--- config.mk ---
export PLATFORM = sky130hd
export DESIGN_NAME = sdram_init_seq
export DESIGN_NICKNAME = d
export VERILOG_FILES = /design/src/rtl/sdram_pkg.sv /design/src/rtl/sdram_delay_cnt.sv /design/src/rtl/sdram_init_seq.sv
export SDC_FILE = /design/constraint.sdc
export NUM_CORES = 1
export LEC_CHECK = 0
export ABC_AREA = 0
export BUFFER_PORTS_ARGS = -buffer_cell sky130_fd_sc_hd__buf_2
export CAP_MARGIN = 10
export CORE_AREA = 2 2 67 69
export DETAILED_ROUTE_END_ITERATION = 12
export DIE_AREA = 0 0 69 71
export SLEW_MARGIN = 20
export SYNTH_ARGS = -nofsm -noshare
export SYNTH_HDL_FRONTEND = slang
export SYNTH_HIERARCHICAL = 1
export SYNTH_SLANG_ARGS = --single-unit
export TNS_END_PERCENT = 30
--- constraint.sdc ---
create_clock -name sdram_clk -period 2.6 [get_ports sdram_clk]
set_clock_uncertainty 0.15 [all_clocks]
set_input_delay 0.26 -clock sdram_clk [delete_from_list [all_inputs] [get_ports sdram_clk]]
set_output_delay 0.26 -clock sdram_clk [all_outputs]
set_load 0.005 [all_outputs]
--- src/rtl/sdram_pkg.sv ---
// Shared SDRAM init definitions: command encodings, FSM state type and the
// load-mode-register word encoder.
package sdram_pkg;

   localparam logic [3:0] CMD_NOP  = 4'b0111;
   localparam logic [3:0] CMD_PRE  = 4'b0010;
   localparam logic [3:0] CMD_AREF = 4'b0001;
   localparam logic [3:0] CMD_LMR  = 4'b0000;

   typedef enum logic [2:0] {
      S_PWRUP,
      S_PRE,
      S_WAIT_RP,
      S_AREF,
      S_WAIT_RFC,
      S_LMR,
      S_WAIT_MRD,
      S_DONE
   } init_state_t;

   function automatic logic [2:0] bl_code(input int bl);
      logic [2:0] code;
      case (bl)
         1:       code = 3'b000;
         2:       code = 3'b001;
         4:       code = 3'b010;
         8:       code = 3'b011;
         default: code = 3'b010;
      endcase
      return code;
   endfunction

   // Low 10 bits of the mode register; callers zero-extend to the address width.
   function automatic logic [9:0] mode_word(input int bl, input int bt,
                                            input int cl, input int wb);
      logic [9:0] w;
      w      = '0;
      w[2:0] = bl_code(bl);
      w[3]   = bt[0];
      w[6:4] = cl[2:0];
      w[9]   = wb[0];
      return w;
   endfunction

endpackage

--- src/rtl/sdram_delay_cnt.sv ---
// Loadable down-counter that saturates at zero; o_zero flags expiry.
module sdram_delay_cnt #(
   parameter int               WIDTH   = 4,
   parameter logic [WIDTH-1:0] RST_VAL = '0
) (
   input  logic             i_clk,
   input  logic             i_srst,
   input  logic             i_load,
   input  logic [WIDTH-1:0] i_load_val,
   output logic             o_zero
);

   logic [WIDTH-1:0] r_count;

   always_ff @(posedge i_clk) begin
      if (i_srst)
         r_count <= RST_VAL;
      else if (i_load)
         r_count <= i_load_val;
      else if (r_count != '0)
         r_count <= r_count - WIDTH'(1);
   end

   assign o_zero = (r_count == '0);

endmodule

--- src/rtl/sdram_init_seq.sv ---
// SDRAM power-up initialisation sequencer (PRE, N x AREF, LMR, then done).
// Define SDRAM_INIT_SIM_EN to shorten the power-up wait to 16 cycles.
module sdram_init_seq
   import sdram_pkg::*;
#(
   parameter int ADDR_BITS   = 12,
   parameter int BA_BITS     = 2,
   parameter int T_PWRUP     = 13333,
   parameter int T_RP        = 3,
   parameter int T_RFC       = 9,
   parameter int T_MRD       = 2,
   parameter int N_AREF      = 2,
   parameter int BURST_LEN   = 4,
   parameter int BURST_TYPE  = 0,
   parameter int CAS_LAT     = 3,
   parameter int WRITE_BURST = 0
) (
   input  logic                 sdram_clk,
   input  logic                 rst,
   input  logic                 init_req,
   output logic [3:0]           cmd_reg,
   output logic [ADDR_BITS-1:0] sdram_addr,
   output logic [BA_BITS-1:0]   sdram_ba,
   output logic                 cke,
   output logic                 init_busy,
   output logic                 init_done
);

`ifdef SDRAM_INIT_SIM_EN
   localparam int P_WAIT = 16;
`else
   localparam int P_WAIT = T_PWRUP;
`endif

   localparam int MAX_A   = (P_WAIT > T_RFC) ? P_WAIT : T_RFC;
   localparam int MAX_B   = (T_RP > T_MRD) ? T_RP : T_MRD;
   localparam int CNT_MAX = (MAX_A > MAX_B) ? MAX_A : MAX_B;
   localparam int CNT_W   = $clog2(CNT_MAX + 1);

   // Wait states are entered one cycle after the command, hence T_x - 2.
   localparam logic [CNT_W-1:0] LD_RP  = CNT_W'((T_RP  > 1) ? T_RP  - 2 : 0);
   localparam logic [CNT_W-1:0] LD_RFC = CNT_W'((T_RFC > 1) ? T_RFC - 2 : 0);
   localparam logic [CNT_W-1:0] LD_MRD = CNT_W'((T_MRD > 1) ? T_MRD - 2 : 0);

   localparam logic [ADDR_BITS-1:0] ADDR_PALL = ADDR_BITS'(1024);
   localparam logic [ADDR_BITS-1:0] ADDR_MODE =
      ADDR_BITS'(mode_word(BURST_LEN, BURST_TYPE, CAS_LAT, WRITE_BURST));
   localparam logic [3:0] N_AREF_L = 4'(N_AREF);

   if (ADDR_BITS < 11) begin : g_err_addr
      $error("sdram_init_seq: ADDR_BITS must be at least 11");
   end
   if (!(BURST_LEN == 1 || BURST_LEN == 2 || BURST_LEN == 4 || BURST_LEN == 8)) begin : g_err_bl
      $error("sdram_init_seq: BURST_LEN must be 1, 2, 4 or 8");
   end
   if (!(CAS_LAT == 2 || CAS_LAT == 3)) begin : g_err_cl
      $error("sdram_init_seq: CAS_LAT must be 2 or 3");
   end
   if (N_AREF < 1 || N_AREF > 15) begin : g_err_naref
      $error("sdram_init_seq: N_AREF must be 1..15");
   end
   if (T_PWRUP < 1 || T_RP < 1 || T_RFC < 1 || T_MRD < 1) begin : g_err_tim
      $error("sdram_init_seq: timing parameters must be non-zero");
   end

   init_state_t          r_state, w_state_next;
   logic [3:0]           r_aref_cnt;
   logic [3:0]           r_cmd, w_cmd_next;
   logic [ADDR_BITS-1:0] r_addr;
   logic                 r_cke, r_busy, r_done;
   logic                 w_load, w_zero;
   logic [CNT_W-1:0]     w_load_val;

   sdram_delay_cnt #(
      .WIDTH   (CNT_W),
      .RST_VAL (CNT_W'(P_WAIT))
   ) u_delay (
      .i_clk      (sdram_clk),
      .i_srst     (rst),
      .i_load     (w_load),
      .i_load_val (w_load_val),
      .o_zero     (w_zero)
   );

   always_comb begin
      w_state_next = r_state;
      w_load       = 1'b0;
      w_load_val   = '0;
      case (r_state)
         S_PWRUP:    if (w_zero) w_state_next = S_PRE;
         S_PRE: begin
            if (T_RP == 1) begin
               w_state_next = S_AREF;
            end else begin
               w_state_next = S_WAIT_RP;
               w_load       = 1'b1;
               w_load_val   = LD_RP;
            end
         end
         S_WAIT_RP:  if (w_zero) w_state_next = S_AREF;
         S_AREF: begin
            if (T_RFC == 1) begin
               w_state_next = (r_aref_cnt == N_AREF_L) ? S_LMR : S_AREF;
            end else begin
               w_state_next = S_WAIT_RFC;
               w_load       = 1'b1;
               w_load_val   = LD_RFC;
            end
         end
         S_WAIT_RFC: if (w_zero) w_state_next = (r_aref_cnt == N_AREF_L) ? S_LMR : S_AREF;
         S_LMR: begin
            if (T_MRD == 1) begin
               w_state_next = S_DONE;
            end else begin
               w_state_next = S_WAIT_MRD;
               w_load       = 1'b1;
               w_load_val   = LD_MRD;
            end
         end
         S_WAIT_MRD: if (w_zero) w_state_next = S_DONE;
         S_DONE:     if (init_req) w_state_next = S_PRE;
         default:    w_state_next = S_PWRUP;
      endcase

      case (w_state_next)
         S_PRE:   w_cmd_next = CMD_PRE;
         S_AREF:  w_cmd_next = CMD_AREF;
         S_LMR:   w_cmd_next = CMD_LMR;
         default: w_cmd_next = CMD_NOP;
      endcase
   end

   // Outputs are decoded from the next state so they line up with the state register.
   always_ff @(posedge sdram_clk) begin
      if (rst) begin
         r_state    <= S_PWRUP;
         r_aref_cnt <= '0;
         r_cmd      <= CMD_NOP;
         r_addr     <= ADDR_PALL;
         r_cke      <= 1'b0;
         r_busy     <= 1'b1;
         r_done     <= 1'b0;
      end else begin
         r_state <= w_state_next;
         r_cmd   <= w_cmd_next;
         r_addr  <= (w_state_next == S_LMR) ? ADDR_MODE : ADDR_PALL;
         r_cke   <= 1'b1;
         r_busy  <= (w_state_next != S_DONE);
         r_done  <= (w_state_next == S_DONE);
         if (w_state_next == S_PRE)
            r_aref_cnt <= '0;
         else if (w_state_next == S_AREF)
            r_aref_cnt <= r_aref_cnt + 4'd1;
      end
   end

   assign cmd_reg    = r_cmd;
   assign sdram_addr = r_addr;
   assign sdram_ba   = '0;
   assign cke        = r_cke;
   assign init_busy  = r_busy;
   assign init_done  = r_done;

endmodule

==> flow_metrics.py <==
metrics = {
    "min_path": {
        "worstHoldEndpoint": "r_state[1]$_SDFF_PP0_",
        "hold_path.startpoint": "init_req",
        "worst_hold_path.num_cells": 4,
        "hold_path_class": "input pin to flop",
    },
    "routing": {
        "first_pass_iters": 4,
        "drtIter0Drc": 76,
        "ant_nets": 0,
        "drc_errors": 0,
        "num_vias": 1356,
        "wl_per_cell_um": 12.5,
        "vias_per_cell": 5.14,
        "wl_mm": 3.30,
    },
    "global_route": {
        "use_met2": 0.220,
        "grt_max_degree": 22,
        "grt.total_usage": 0.146,
        "grt_pass1_wl_mm": 5.64,
        "grtUsageMet1": 0.181,
        "antenna_found_initial": 0,
        "grt_pass1_vias": 1210,
        "grt_overflow": 0,
        "grt.busiest_layer": "met2",
        "grtUsageMet3": 0.0613,
    },
    "logic_synthesis": {
        "yosys-top-cells-count": "29 x dfxtp_1, 19 x a21oi_1, 14 x buf_4",
        "ys_top_cells_by_area": "dfxtp_1 36%, buf_4 6.5%, a21oi_1 5.9%",
        "synth_area_um2": 1620,
        "netlist_instances": 185,
        "ys.flop_type": "dfxtp_1",
        "synth_area_leader_cell": "dfxtp_1",
        "synth_most_common_cell": "dfxtp_1",
        "synth-warning-count": 6,
        "ys_seq_area_frac": 0.359,
        "yosysUniqueCellTypes": 48,
        "netlist.area_leader.share": 0.359,
        "synth_edf_count": 0,
        "syn_avg_cell_area_um2": 8.74,
        "synthArstFlopShare": 0,
        "ys_ff_latch": 29,
    },
    "cells_and_area": {
        "drive_above_1_share": 0.170,
        "fill_cells": 431,
        "synthToLayoutAreaGrowth_pct": 13.8,
        "top_regs": "u_delay/r_count x14, r_aref_cnt x4",
        "finalInstanceArea_um2": 1840,
        "final_nets": 217,
        "top_register": "u_delay/r_count",
        "antennaDiodeCount": 0,
        "largest_register_ffs": 14,
    },
    "worst_setup_path": {
        "critPathArrivalTime_ns": 2.38,
        "crit_chain": "inv_1 > ha_1 > nor2b_1 > and4_1 > nor3b_2 > a21boi_1 > o21ai_0",
        "cp_top_family": "simple AND/OR/NAND/NOR gates",
        "reg2reg_slack_ns": 0.22,
        "cp_slowest_cell": "nor3b_2",
        "cpPeakStageDelay_ns": 0.40,
        "r2r-end": "sdram_addr[10]$_SDFF_PP1_",
        "r2r_cells": 7,
        "path_max_fanout": 6,
        "critPathKind": "flop to flop",
        "critPathCaptureType": "flop",
        "worstPathBufferInverterCount": 1,
        "startpoint_type": "flop",
        "crit_required_ns": 2.60,
        "r2r_start": "u_delay/r_count[0]$_SDFFE_PP1P_",
    },
    "clock_tree": {
        "insertion_delay_ns": 0.29,
        "cts_sinks": 29,
        "cts_max_path_buffers": 2,
        "cts_buffers": 5,
        "cts_tree": "built",
        "hold_buffers": 0,
        "root_buffer": "clkbuf_8",
        "ctsHtreeMaxLevel": 2,
        "clk_pin_slew_worst_paths_ns": 0.06,
    },
    "flow_run": {
        "max_cap_violations": 0,
    },
    "power_and_ir_drop": {
        "sequentialPowerShare": 0.498,
        "p_per_area_nw_per_um2": 506,
        "vdd_ir_drop_max_mv": 0.361,
        "p_sw_uw": 217,
        "p_leak_nw": 0.697,
        "clkPwrFrac": 0.441,
        "p_int_uw": 714,
        "p_sw_frac": 0.233,
        "power_frac_comb": 0.061,
    },
    "timing": {
        "grt_setup_unrepaired": "no",
        "tightest_slew_ns": 0.505,
        "setup_viol": 0,
        "maxSlewViolCount": 0,
        "slew_headroom": 0.663,
        "hold_violations": 0,
        "period_minus_slack_ns": 2.38,
        "fin_crit_sh": 0.915,
        "max_freq_ghz": 0.420,
        "setup_tns_ns": 0,
    },
    "floorplanning": {
        "num_io_pins": 24,
        "die_w_um": 69,
        "rows": 24,
        "die_area_um2": 4900,
        "die_h_um": 71,
        "core_region_area_um2": 4200,
        "start_util": 0.385,
    },
    "placed_design": {
        "dpl_cell_area_um2": 1740,
        "dpl.hpwl_mm": 2.31,
        "port_buffers": 12,
        "routabilityCongestion": 0.849,
    },
    "run_status": {
        "status": "finished, final reports clean",
    },
}
[final cells by class]
cell class                 instances  area, um2  share of cell area
inverter                          12       45.0              0.0245
clock buffer                       7       96.3              0.0524
multi-input combinational        145        942               0.512
timing repair buffer              18        105              0.0571
tap                               52       65.1              0.0354
clock inverter                     1       5.00             0.00272
sequential                        29        581               0.316
[layer usage]
layer | up-vias | share of wire
met2 | 27 | 0.45
met5 | - | 0
li1 | 699 | -
met3 | 8 | 0.050
met4 | 0 | 0.020
met1 | 622 | 0.48
[layout by cell type, fill, tap and decap left out, drive strengths merged, types with 2 or more instances in the layout]
cell type  instances
dfxtp             29
nand2              8
a221oi             2
nand4b             3
nor3b              2
o21a               3
nor3               7
nand3              2
a21boi             4
conb              22
xor2               4
a21oi             19
clkbuf             7
nor2b              3
ha                 3
o21ai             11
inv               12
nor4               3
xnor2              4
nor2               3
nand3b             3
or4                6
and4               4
or3                4
o31ai              5
nand4              3
buf               18
o211ai             3
o22ai              2
[power by group through the flow]
stage | Clock (mW) | Sequential [mW] | Combinational, mW
floorplan | 0 | 0.471 | 0.0520
global placement | 0 | 0.473 | 0.0562
detailed placement | 0 | 0.474 | 0.0562
CTS | 0.424 | 0.464 | 0.0565
global route | 0.444 | 0.466 | 0.0651
finish | 0.411 | 0.464 | 0.0564
[logic make-up (layout without fill, tap and decap cells)]
kind of cell,Yosys count,in the layout,share of synthesized area
AO/OA/AOI/OAI,55,55,0.230
XOR/XNOR,8,8,0.0433
adder cells (fa/ha/maj),3,3,0.0232
buffers and inverters,32,38,0.107
flip-flops,29,29,0.359
other,1,22,0.00232
AND/OR/NAND/NOR,57,57,0.235
[worst min-delay path, delay by kind of cell]
kind,cells,cell delay (ns)
AOI/OAI and AO/OA,1,0.13
buffers and inverters,2,0.14
and+or+nand+nor,1,0.05
[repair_timing]
action	in CTS	in global routing
endpoints found under the hold margin	0	0
buffers inserted	0	0
endpoints found under the setup margin	0	3
resized for setup	0	1
[worst max path at each step]
stage,endpoint,cells past startpoint,startpoint,slack [ns]
final,sdram_addr[10]$_SDFF_PP1_,7,u_delay/r_count[0]$_SDFFE_PP1P_,0.22
after detailed placement,sdram_addr[10]$_SDFF_PP1_,7,u_delay/r_count[0]$_SDFFE_PP1P_,0.19
after floorplan,sdram_addr[10]$_SDFF_PP1_,5,u_delay/r_count[2]$_SDFFE_PP1P_,0.29
after global placement,sdram_addr[10]$_SDFF_PP1_,7,u_delay/r_count[0]$_SDFFE_PP1P_,0.35
after global routing,sdram_addr[10]$_SDFF_PP1_,7,u_delay/r_count[0]$_SDFFE_PP1P_,0.004
after CTS,sdram_addr[10]$_SDFF_PP1_,7,u_delay/r_count[0]$_SDFFE_PP1P_,0.17
[metrics by stage]
stage	hold slack [ns]	total power [mW]	setup slack, ns	util	std cells
6_report	0.194	0.931	0.222	0.438	264
5_1_grt	0.251	0.975	0.00403	0.438	264
4_1_cts	0.186	0.944	0.170	0.438	264
3_5_place_dp	0.345	0.530	0.193	0.413	256
3_3_place_gp	0.335	0.530	0.348	0.413	256
2_1_floorplan	0.186	0.523	0.290	-	206
No activity file was read; power rests on OpenSTA's default activity.
